`src/rtl/pipe_ctrl_pkg.sv`:
```
// rtl/pipe_ctrl_pkg.sv - shared types for the pipeline hazard/stall controller
package pipe_ctrl_pkg;

  localparam logic [4:0] REG_ZERO = 5'd0;

  typedef struct packed {
    logic       valid;
    logic [4:0] dest;
    logic       wb_en;
    logic       mem_r_en;
    logic       mem_w_en;
  } shadow_entry_t;

  typedef enum logic {S_RUN, S_MEM_WAIT} ctrl_state_t;

  // A shadow entry produces register r unless it is empty, silent, or targets r0.
  function automatic logic reg_match(shadow_entry_t e, logic [4:0] r);
    return e.valid & e.wb_en & (e.dest != REG_ZERO) & (e.dest == r);
  endfunction

endpackage

```
`src/rtl/hazard_shadow_stage.sv`:
```
// rtl/hazard_shadow_stage.sv - one shadow pipeline entry with enable and bubble insert
module hazard_shadow_stage
  import pipe_ctrl_pkg::*;
(
  input  logic          clk,
  input  logic          rstn,
  input  logic          en_i,
  input  logic          bubble_i,
  input  shadow_entry_t entry_i,
  output shadow_entry_t entry_o
);

  shadow_entry_t entry_q, entry_d;

  always_comb begin
    entry_d = entry_q;
    if (en_i) entry_d = bubble_i ? '0 : entry_i;
  end

  always_ff @(posedge clk or negedge rstn) begin
    if (!rstn) entry_q <= '0;
    else       entry_q <= entry_d;
  end

  assign entry_o = entry_q;

endmodule

```
`src/rtl/hazard_stall_ctrl.sv`:
```
// rtl/hazard_stall_ctrl.sv - ID-stage hazard detection, stall/flush/freeze control and statistics
module hazard_stall_ctrl
  import pipe_ctrl_pkg::*;
#(
  parameter bit FORWARD_EN  = 1'b1,
  parameter int CNT_W       = 16,
  parameter int MEM_TIMEOUT = 64
) (
  input  logic             clk,
  input  logic             rstn,
  input  logic             id_valid,
  input  logic [4:0]       id_src1,
  input  logic [4:0]       id_src2,
  input  logic             id_use_src2,
  input  logic [4:0]       id_dest,
  input  logic             id_wb_en,
  input  logic             id_mem_r_en,
  input  logic             id_mem_w_en,
  input  logic             id_is_branch,
  input  logic             id_br_taken,
  input  logic             dmem_ready,
  output logic             hazard_detected,
  output logic             pc_write,
  output logic             ifid_write,
  output logic             ifid_flush,
  output logic             pipe_freeze,
  output logic [CNT_W-1:0] stall_cnt,
  output logic [CNT_W-1:0] flush_cnt,
  output logic             mem_timeout
);

  localparam int                WAIT_W   = $clog2(MEM_TIMEOUT + 1);
  localparam logic [WAIT_W-1:0] WAIT_MAX = WAIT_W'(MEM_TIMEOUT);

  shadow_entry_t     ex_q, mem_q, id_entry;
  ctrl_state_t       state_q, state_d;
  logic [WAIT_W-1:0] wait_q, wait_d;
  logic [CNT_W-1:0]  stall_q, stall_d, flush_q, flush_d;
  logic              timeout_q, timeout_d;
  logic              raw_ex, raw_mem, mem_busy;

  assign id_entry = '{valid: 1'b1, dest: id_dest, wb_en: id_wb_en,
                      mem_r_en: id_mem_r_en, mem_w_en: id_mem_w_en};

  assign raw_ex  = reg_match(ex_q, id_src1)  | (id_use_src2 & reg_match(ex_q, id_src2));
  assign raw_mem = reg_match(mem_q, id_src1) | (id_use_src2 & reg_match(mem_q, id_src2));

  // Branches resolve in ID, so forwarding into EX never helps them.
  assign hazard_detected = id_valid & ((raw_ex & ex_q.mem_r_en)
                                     | (id_is_branch & (raw_ex | raw_mem))
                                     | ((FORWARD_EN == 1'b0) & (raw_ex | raw_mem)));

  assign mem_busy    = mem_q.valid & (mem_q.mem_r_en | mem_q.mem_w_en);
  assign pipe_freeze = mem_busy & ~dmem_ready;
  assign pc_write    = ~(hazard_detected | pipe_freeze);
  assign ifid_write  = pc_write;
  assign ifid_flush  = id_valid & id_br_taken & ~hazard_detected & ~pipe_freeze;

  hazard_shadow_stage u_ex_stage (
    .clk      (clk),
    .rstn     (rstn),
    .en_i     (~pipe_freeze),
    .bubble_i (hazard_detected | ~id_valid),
    .entry_i  (id_entry),
    .entry_o  (ex_q)
  );

  hazard_shadow_stage u_mem_stage (
    .clk      (clk),
    .rstn     (rstn),
    .en_i     (~pipe_freeze),
    .bubble_i (1'b0),
    .entry_i  (ex_q),
    .entry_o  (mem_q)
  );

  always_comb begin
    state_d   = state_q;
    wait_d    = wait_q;
    stall_d   = stall_q;
    flush_d   = flush_q;
    timeout_d = timeout_q | (wait_q == WAIT_MAX);
    case (state_q)
      S_RUN: begin
        wait_d = '0;
        if (pipe_freeze) state_d = S_MEM_WAIT;
      end
      S_MEM_WAIT: begin
        if (dmem_ready) begin
          state_d = S_RUN;
          wait_d  = '0;
        end else if (wait_q != WAIT_MAX) begin
          wait_d = wait_q + WAIT_W'(1);
        end
      end
      default: state_d = S_RUN;
    endcase
    if (hazard_detected & ~pipe_freeze & ~(&stall_q)) stall_d = stall_q + CNT_W'(1);
    if (ifid_flush & ~(&flush_q))                      flush_d = flush_q + CNT_W'(1);
  end

  always_ff @(posedge clk or negedge rstn) begin
    if (!rstn) begin
      state_q   <= S_RUN;
      wait_q    <= '0;
      stall_q   <= '0;
      flush_q   <= '0;
      timeout_q <= 1'b0;
    end else begin
      state_q   <= state_d;
      wait_q    <= wait_d;
      stall_q   <= stall_d;
      flush_q   <= flush_d;
      timeout_q <= timeout_d;
    end
  end

  assign stall_cnt   = stall_q;
  assign flush_cnt   = flush_q;
  assign mem_timeout = timeout_q;

endmodule

```
`config.mk`:
```
export PLATFORM = sky130hd
export DESIGN_NAME = hazard_stall_ctrl
export DESIGN_NICKNAME = d
export VERILOG_FILES = /design/src/rtl/pipe_ctrl_pkg.sv /design/src/rtl/hazard_shadow_stage.sv /design/src/rtl/hazard_stall_ctrl.sv
export SDC_FILE = /design/constraint.sdc
export NUM_CORES = 1
export LEC_CHECK = 0
export CORE_UTILIZATION = 29
export DETAILED_ROUTE_END_ITERATION = 6
export GPL_ROUTABILITY_DRIVEN = 0
export REMOVE_ABC_BUFFERS = 1
export SYNTH_ARGS = -nofsm -noshare
export SYNTH_HDL_FRONTEND = slang
export SYNTH_SLANG_ARGS = --single-unit
```
`constraint.sdc`:
```
create_clock -name clk -period 3.2 [get_ports clk]
set_input_delay 0.96 -clock clk [delete_from_list [all_inputs] [get_ports clk]]
set_output_delay 0.96 -clock clk [all_outputs]
set_load 0.005 [all_outputs]
```
==> results of run 1 <==
-- timing repair --
action                     4_1_cts  5_1_grt
pin swaps                       25       14
setup endpoints to repair        5        4
buffers inserted                 2        0
resized for setup               60       14
-- per-stage QoR --
| step | power [W] | worst slack, ps | cells |
|---|---|---|---|
| 2_1_floorplan | 0.00108 | -675 | 262 |
| 3_3_place_gp | 0.00128 | -687 | 469 |
| 3_5_place_dp | 0.00128 | -712 | 469 |
| 4_1_cts | 0.00187 | 0.314 | 486 |
| 5_1_grt | 0.00196 | 11.2 | 485 |
| 6_report | 0.00185 | 83.2 | 485 |
-- flip-flops by register name (all words and copies together) (netlist names) --
name,count
u_mem_stage.entry_o,9
stall_cnt,16
flush_cnt,16
mem_timeout,1
state_q,1
wait_q,7
u_ex_stage.entry_o,9
-- metal layers --
layer  up-vias  global-route usage  part of all wire
met3        11              0.0271             0.034
met2        38               0.245              0.50
met4         0              0.0648             0.019
li1       1118                   -                 -
met5         -                   0                 0
met1      1126               0.182              0.45
-- area by class of cell --
type                    count  share of cell area
clock inverters             3             0.00377
clock buffers              12              0.0364
repair buffers             75               0.164
well taps                 133              0.0418
inverters                   4             0.00377
flip-flops and latches     59               0.371
multi-input cells         199               0.380
-- synth_stat cells, drive strengths merged --
library cell and instances:
and4 3, nor4 2, xor2 4, clkbuf 3
buf 5, mux2 11, a22o 9, or2 1
dfrtp 59, a22oi 1, inv 4, nor2 16
o21ai 2, xnor2 48, ha 4, a21oi 5
nor3 7, mux2i 1, o31ai 1, nand2 12
o22ai 2, and3 13, or3 2, nor2b 2
nand4 14, nand3 29, nand2b 4, o211ai 1
nor3b 2, and2 1, a31oi 1, a21o 1
-- cell families (layout without fill, tap and decap cells) --
kind of cell	Yosys count	after routing	share of synthesized area
AND/OR/NAND/NOR	108	108	0.199
XOR/XNOR	52	52	0.155
buffers and inverters	12	94	0.0213
AO/OA/AOI/OAI	23	23	0.0600
flip-flops	59	59	0.502
multiplexers	12	12	0.0455
adder cells (fa/ha/maj)	4	4	0.0170
-- power by group --
part	switching (W)	internal [W]	leakage, nW
registers	0.0000959	0.000817	0.787
clock network	0.000278	0.000294	0.0860
logic	0.000151	0.000219	0.802
total	0.000524	0.00133	1.68
-- how the worst max path moves through the flow --
stage	startpoint	cells after the start	endpoint
after CTS	id_src1[2]	7	hazard_detected
after global routing	id_src2[0]	8	ifid_write
after floorplan	dmem_ready	3	ifid_flush
after detailed placement	id_src2[4]	8	pc_write
final	id_src2[0]	8	pc_write
after global placement	id_src2[4]	8	ifid_flush
==> metrics.cfg, run 1 <==
[layout]
final_common_cell=dfrtp_1
post-route-util=0.406
multiInputGateArea_um2=1510
antennaDiodeCount=0
final_cell_mix=dfrtp_1, clkdlybuf4s50_1, xnor2_1
nFillCells=1003
area_growth_pct=35.4
drive_gt1_frac=0.210
post-route-cell-area_um2=3980
fin_nets=377
regArea_um2=1480

[critical_path]
r2r_cells=10
cp-start-kind=input pin
cp_max_fo=2
r2r_slack_ps=950
crit_buf_inv=2
cpMaxStageDelayCell=a22o_4
critPathRequiredTime_ps=2240
crit_family=simple AND/OR/NAND/NOR gates
r2r-start=u_mem_stage.entry_o[0]$_DFFE_PN0N_
worst_path_most_repeated_cell=buf_2
reg2reg_to=stall_cnt[10]$_DFFE_PN0P_
crit_chain=buf_2 > xnor2_2 > nand4_1 > o22ai_4 > a22o_4 > and2_4 > nor2_4 > buf_2
worstPathArrival_ps=2160
max_stage_delay_ps=280
crit_path_end_kind=primary output
path_class=input pin to primary output

[place]
hpwlAfterDp_um=4990
port_buffers=62
dpl_cell_area_um2=3780

[global_routing]
grt_pass1_wl_um=11600
grt.overflow.total=0
grt_start_max_net_pins=36
grtUsageTotal=0.145
antenna_found_initial=0
grt_pass1_vias=2365

[route]
wl_per_cell_um=14.4
antenna_left=0
viasPerCell=4.73
drt_wl_total_um=6970
drc_errors=0
drt_iter0_markers=30
firstDrtPassIters=4
vias=2293

[sta]
setup_viol=0
max_slew_margin=0.598
report.final.slew_viol_count=0
hold_slack_ps=475
clock_skew_ps=9.72
period_minus_slack_ps=3120
rsz0062_at_grt=false
period_share=0.974
tightestPinTransition_ps=602
finalHoldViolations=0
max_freq_mhz=321
setup_tns_ps=0

[synthesis]
synth_area_um2=2940
synth_seq_cells=59
synthDistinctLibCells=37
synth_cells=270
ys_seq_area_frac=0.502
synth_top_cell_area_share=0.502
synth.avg_cell_area_um2=10.9
synth_warnings=0
yosysTopAreaCell=dfrtp_1
synth.area.top_cells=dfrtp_1, xnor2_1, nand3_1

[flow_run]
drv_cap=0

[die]
fp.dieH_um=103
initial_utilization=0.300
core_um2=9820
die_w_um=103
die_area_um2=10600
rows=36
ios=63

[power]
vdd_drop_max_uv=308
pwr_density_cell_nw_per_um2=465
power.leakage_nw=1.68

[worst_hold_path]
holdPathStages=1
hold_path.class=flip-flop to flip-flop
hold_path_startpoint=mem_timeout$_DFF_PN0_
min_to=mem_timeout$_DFF_PN0_

[clock_tree]
cts_root_buf=clkbuf_8
cts_inserted_buffers=9
clock-sinks=59
ctsHoldBuffers=0
cts_tree=built
clk_pin_slew_worst_paths_ps=60
cts_htree_levels=3
clockBufferDepth=2
clock_latency_ps=340

[outcome]
status=completed

No activity file was read; power rests on OpenSTA's default activity.
==> inputs of run 2 (changes only) <==
HOLD_SLACK_MARGIN = 0.03   (was unset)
REMOVE_ABC_BUFFERS = unset   (was 1)
==> metrics.cfg, run 2 (synthesis gave the netlist of run 1 again) <==
[outcome]
status=completed  ; unchanged

[die]
core_um2=9820  ; unchanged
die_w_um=103  ; unchanged
die_area_um2=10600  ; unchanged
ios=63  ; unchanged
rows=36  ; unchanged
fp.dieH_um=103  ; unchanged
initial_utilization=0.300  ; unchanged

[global_routing]
grt.overflow.total=0  ; unchanged
antenna_found_initial=0  ; unchanged
grtUsageTotal=0.136  ; was 0.145
grt_pass1_wl_um=10800  ; was 11600 um
grt_pass1_vias=2183  ; was 2365
grt_start_max_net_pins=32  ; was 36

[sta]
max_freq_mhz=318  ; was 321 MHz
report.final.slew_viol_count=0  ; unchanged
finalHoldViolations=0  ; unchanged
period_minus_slack_ps=3140  ; was 3120 ps
max_slew_margin=0.518  ; was 0.598
clock_skew_ps=7.85  ; was 9.72 ps
setup_viol=0  ; unchanged
period_share=0.982  ; was 0.974
tightestPinTransition_ps=723  ; was 602 ps

[place]
dp_cells=469  ; unchanged
port_buffers=62  ; unchanged
hpwlAfterDp_um=4890  ; was 4990 um

[clock_tree]
cts_htree_levels=3  ; unchanged
cts_root_buf=clkbuf_8  ; unchanged
clockBufferDepth=2  ; unchanged
clock_latency_ps=340  ; about the same
cts_inserted_buffers=9  ; unchanged
ctsHoldBuffers=0  ; unchanged
clk_pin_slew_worst_paths_ps=60  ; about the same
cts_tree=built  ; unchanged
clock-sinks=59  ; unchanged

[route]
dr_wl_met2_um=3020  ; was 3490 um
wl_per_cell_um=13.6  ; was 14.4 um
drc_errors=0  ; unchanged
drt_iter0_markers=65  ; was 30
drt_wl_total_um=6650  ; was 6970 um
wl_met3_um=404  ; was 234 um
firstDrtPassIters=4  ; unchanged
antenna_left=0  ; unchanged
vias=2313  ; was 2293
highest_layer=met4  ; unchanged
viasPerCell=4.75  ; was 4.73
wl_met1_um=3150  ; was 3110 um

[critical_path]
crit_family=buffers and inverters  ; was simple AND/OR/NAND/NOR gates
max_stage_delay_ps=220  ; was 280 ps
crit_path_end_kind=primary output  ; unchanged
cp_max_fo=2  ; unchanged
worstPathArrival_ps=2180  ; was 2160 ps
cpMaxStageDelayCell=clkdlybuf4s15_2  ; was a22o_4
path_class=input pin to primary output  ; unchanged
cp-start-kind=input pin  ; unchanged
crit_buf_inv=3  ; was 2
critPathRequiredTime_ps=2240  ; about the same
crit_chain=clkdlybuf4s15_2 > xnor2_2 > nand4_1 > o22ai_2 > buf_4 > a22oi_2 > and3_4 > buf_2  ; was buf_2 > xnor2_2 > nand4_1 > o22ai_4 > a22o_4 > and2_4 > nor2_4 > buf_2

[synthesis]
synth_nets=299

[layout]
post-route-util=0.409  ; was 0.406
fin_nets=379  ; was 377
final_common_cell=dfrtp_1  ; unchanged
final_cell_mix=dfrtp_1, xnor2_1, clkdlybuf4s50_1  ; was dfrtp_1, clkdlybuf4s50_1, xnor2_1
antennaDiodeCount=0  ; unchanged
final_cells=487  ; was 485
drive_gt1_frac=0.192  ; was 0.210
area_growth_pct=36.6  ; was 35.4%

[power]
power.leakage_nw=1.67  ; was 1.68 nW
vdd_drop_max_uv=208  ; was 308 uV
pwr_density_cell_nw_per_um2=483  ; was 465 nW/um2

[worst_hold_path]
hold_path.class=flip-flop to flip-flop  ; unchanged

[flow_run]
drv_cap=0  ; unchanged

run 2: cell count changes in the layout (fill, tap and decap cells not counted), moves of 2 or more:
cell / before / now
buf_2: 13 / 8
xnor2_1: 41 / 45
xnor2_2: 7 / 3
clkdlybuf4s15_2: 0 / 3
clkdlybuf4s15_1: 0 / 3
clkinv_2: 3 / 1
buf_4: 12 / 14
run 2: what timing repair did:
item | 4_1_cts | 5_1_grt
endpoints found under the hold margin | 0 | 0
setup buffers | 4 | 1
setup endpoints to repair | 5 | 3
gates resized for setup | 56 | 4
pin swaps | 23 | 11
gates cloned | 0 | 0
run 2: final cells by class:
type | count | area [um2]
clock inverter | 2 | 35.0
timing repair buffer | 77 | 701
tap | 133 | 166
sequential | 59 | 1480
fill | 999 | 5800
inverter | 4 | 15.0
multi-input combinational | 199 | 1470
clock buffer | 13 | 159
run 2: path summary, 6_finish.rpt:
kind	start	end	slack [ps]	depth (start not counted)
hold / removal	mem_timeout$_DFF_PN0_	mem_timeout$_DFF_PN0_	470	1
setup / recovery	id_src2[1]	ifid_flush	60	8
max in group asynchronous	rstn	stall_cnt[10]$_DFFE_PN0P_	1910	2
min in group asynchronous	rstn	wait_q[1]$_DFFE_PN0P_	680	1
hold reg to reg	mem_timeout$_DFF_PN0_	mem_timeout$_DFF_PN0_	470	1
setup reg to reg	stall_cnt[0]$_DFFE_PN0P_	stall_cnt[1]$_DFFE_PN0P_	1090	7
run 2: per-stage QoR:
step                      instance area, um2  worst slack (ps)  total power, W  hold WS, ps  TNS, ps
final                                   4020              58.2         0.00194          468        0
after global routing                    4020             -23.6         0.00205          487    -41.4
after CTS                               4000              3.38         0.00196          471        0
after detailed placement                3780              -676         0.00128          455    -2760
after global placement                  3780              -638         0.00128          450    -2660
after floorplan                         2940               180         0.00108          459        0
run 2: power breakdown:
part	internal [W]	switching, W	total, W
clock network	0.000397	0.000271	0.000668
registers	0.000817	0.0000940	0.000911
logic	0.000220	0.000142	0.000362
run 2: layer usage:
layer / track usage / vias up
met5: 0 / -
met2: 0.206 / 63
met4: 0.0396 / 0
met1: 0.183 / 1121
met3: 0.0502 / 6
li1: - / 1123
==> inputs of run 3 (changes only) <==
clock period = 3.6 ns   (was 3.2 ns; I/O delays follow)
==> metrics.cfg, run 3 (synthesis gave the netlist of run 1 again) <==
[critical_path]
crit_path_end_kind=primary output  ; unchanged
r2r_cells=7  ; unchanged
crit_path_start=id_src2[2]  ; was id_src2[1]
reg2reg_to=stall_cnt[1]$_DFFE_PN0P_  ; unchanged
path_class=input pin to primary output  ; unchanged
cp-start-kind=input pin  ; unchanged
r2r-start=stall_cnt[0]$_DFFE_PN0P_  ; unchanged
critPathRequiredTime_ps=2520  ; was 2240 ps
cp_max_fo=2  ; unchanged
worstPathArrival_ps=2470  ; was 2180 ps
r2r_slack_ps=1480  ; was 1090 ps

[sta]
setup_viol=0  ; unchanged
report.final.slew_viol_count=0  ; unchanged
period_share=0.986
max_slew_margin=0.475  ; was 0.518
period_minus_slack_ps=3550
rsz0062_at_grt=true
finalHoldViolations=0  ; unchanged
hold_slack_ps=463  ; was 468 ps
max_freq_mhz=282
clock_skew_ps=5.96  ; was 7.85 ps
tightestPinTransition_ps=787  ; was 723 ps

[global_routing]
grt.overflow.total=0  ; unchanged
antenna_found_initial=0  ; unchanged
grt_pass1_vias=2296  ; was 2183
grt_start_max_net_pins=35  ; was 32
grtUsageTotal=0.140  ; was 0.136
grt_pass1_wl_um=11100  ; was 10800 um

[clock_tree]
clock_latency_ps=320  ; was 340 ps
cts_root_buf=clkbuf_8  ; unchanged
clock-sinks=59  ; unchanged
cts_htree_levels=3  ; unchanged
clk_pin_slew_worst_paths_ps=60  ; about the same
cts_tree=built  ; unchanged
cts_inserted_buffers=9  ; unchanged
ctsHoldBuffers=0  ; unchanged
clockBufferDepth=2  ; unchanged

[die]
initial_utilization=0.300  ; unchanged
ios=63  ; unchanged
core_um2=9820  ; unchanged
die_w_um=103  ; unchanged
die_area_um2=10600  ; unchanged
rows=36  ; unchanged
fp.dieH_um=103  ; unchanged

[layout]
final_common_cell=dfrtp_1  ; unchanged
final_cell_mix=dfrtp_1, xnor2_1, clkdlybuf4s50_1  ; unchanged
multiInputGateArea_um2=1430  ; was 1470 um2
post-route-cell-area_um2=4000  ; was 4020 um2
area_growth_pct=36.0  ; was 36.6%
regArea_um2=1480  ; unchanged
nFillCells=984  ; was 999
drive_gt1_frac=0.148  ; was 0.192
fin_nets=377  ; was 379
antennaDiodeCount=0  ; unchanged
final_cells=484  ; was 487

[route]
drc_errors=0  ; unchanged
antenna_left=0  ; unchanged
drt_iter0_markers=95  ; was 65
viasPerCell=4.74  ; was 4.75
drt_wl_total_um=6690  ; was 6650 um
firstDrtPassIters=4  ; unchanged
wl_per_cell_um=13.8  ; was 13.6 um
vias=2294  ; was 2313

[power]
pwr_density_cell_nw_per_um2=434  ; was 483 nW/um2
finalPower_w=0.00173  ; was 0.00194 W
vdd_drop_max_uv=167  ; was 208 uV
power.leakage_nw=1.67  ; about the same

[worst_hold_path]
hold_path_startpoint=mem_timeout$_DFF_PN0_  ; unchanged
hold_path.class=flip-flop to flip-flop  ; unchanged
holdPathStages=1  ; unchanged
min_to=mem_timeout$_DFF_PN0_  ; unchanged

[outcome]
status=completed  ; unchanged

[place]
dp_cells=466  ; was 469
port_buffers=62  ; unchanged
hpwlAfterDp_um=4820  ; was 4890 um
dpl_cell_area_um2=3760  ; was 3780 um2

[synthesis]
synth_nets=299  ; unchanged

[flow_run]
drv_cap=0  ; unchanged

run 3: worst max-delay path, cell delays in order:
cell	delay [ps]
dlygate4sd2_1	260
xnor2_1	130
nand4_1	120
o22ai_2	90
a22o_1	280
and2_4	170
nor2_2	120
clkdlybuf4s15_1	210
run 3: per-stage QoR:
stage / util / setup TNS, ps / worst slack [ps]
floorplan: - / 0 / 340
global placement: 0.383 / -1880 / -483
detailed placement: 0.383 / -2110 / -572
CTS: 0.406 / -5.27 / -5.27
global route: 0.407 / -144 / -69.4
finish: 0.407 / 0 / 51.6
run 3: worst max-delay path by stage:
stage / end / depth (start not counted)
finish: ifid_write / 8
global route: pc_write / 8
CTS: ifid_flush / 9
detailed placement: ifid_write / 8
global placement: pc_write / 8
floorplan: pc_write / 8
run 3: report_power, final:
group	internal, W	switching (W)	total, W
clock network	0.000368	0.000241	0.000609
logic	0.000190	0.000125	0.000316
registers	0.000726	0.0000838	0.000810
total	0.00128	0.000450	0.00173
run 3: metal layers:
layer | wire length, um | GRT usage | up-vias | part of all wire
met3 | 295 | 0.0427 | 6 | 0.044
met4 | 64 | 0.0505 | 0 | 0.0096
met2 | 3080 | 0.213 | 50 | 0.46
li1 | - | - | 1116 | -
met5 | 0 | 0 | - | 0
met1 | 3250 | 0.187 | 1122 | 0.49
run 3: what timing repair did:
item | in CTS | in global routing
pin swaps | 8 | 7
setup endpoints to repair | 4 | 5
gates resized for setup | 24 | 5
buffers inserted | 2 | 2
run 3: area by class of cell:
class / count / share of cell area
Sequential cell: 59 / 0.369
Clock buffer: 12 / 0.0413
Tap cell: 133 / 0.0416
Inverter: 4 / 0.00375
Multi-Input combinational cell: 199 / 0.357
Timing Repair Buffer: 75 / 0.178
Clock inverter: 2 / 0.00876
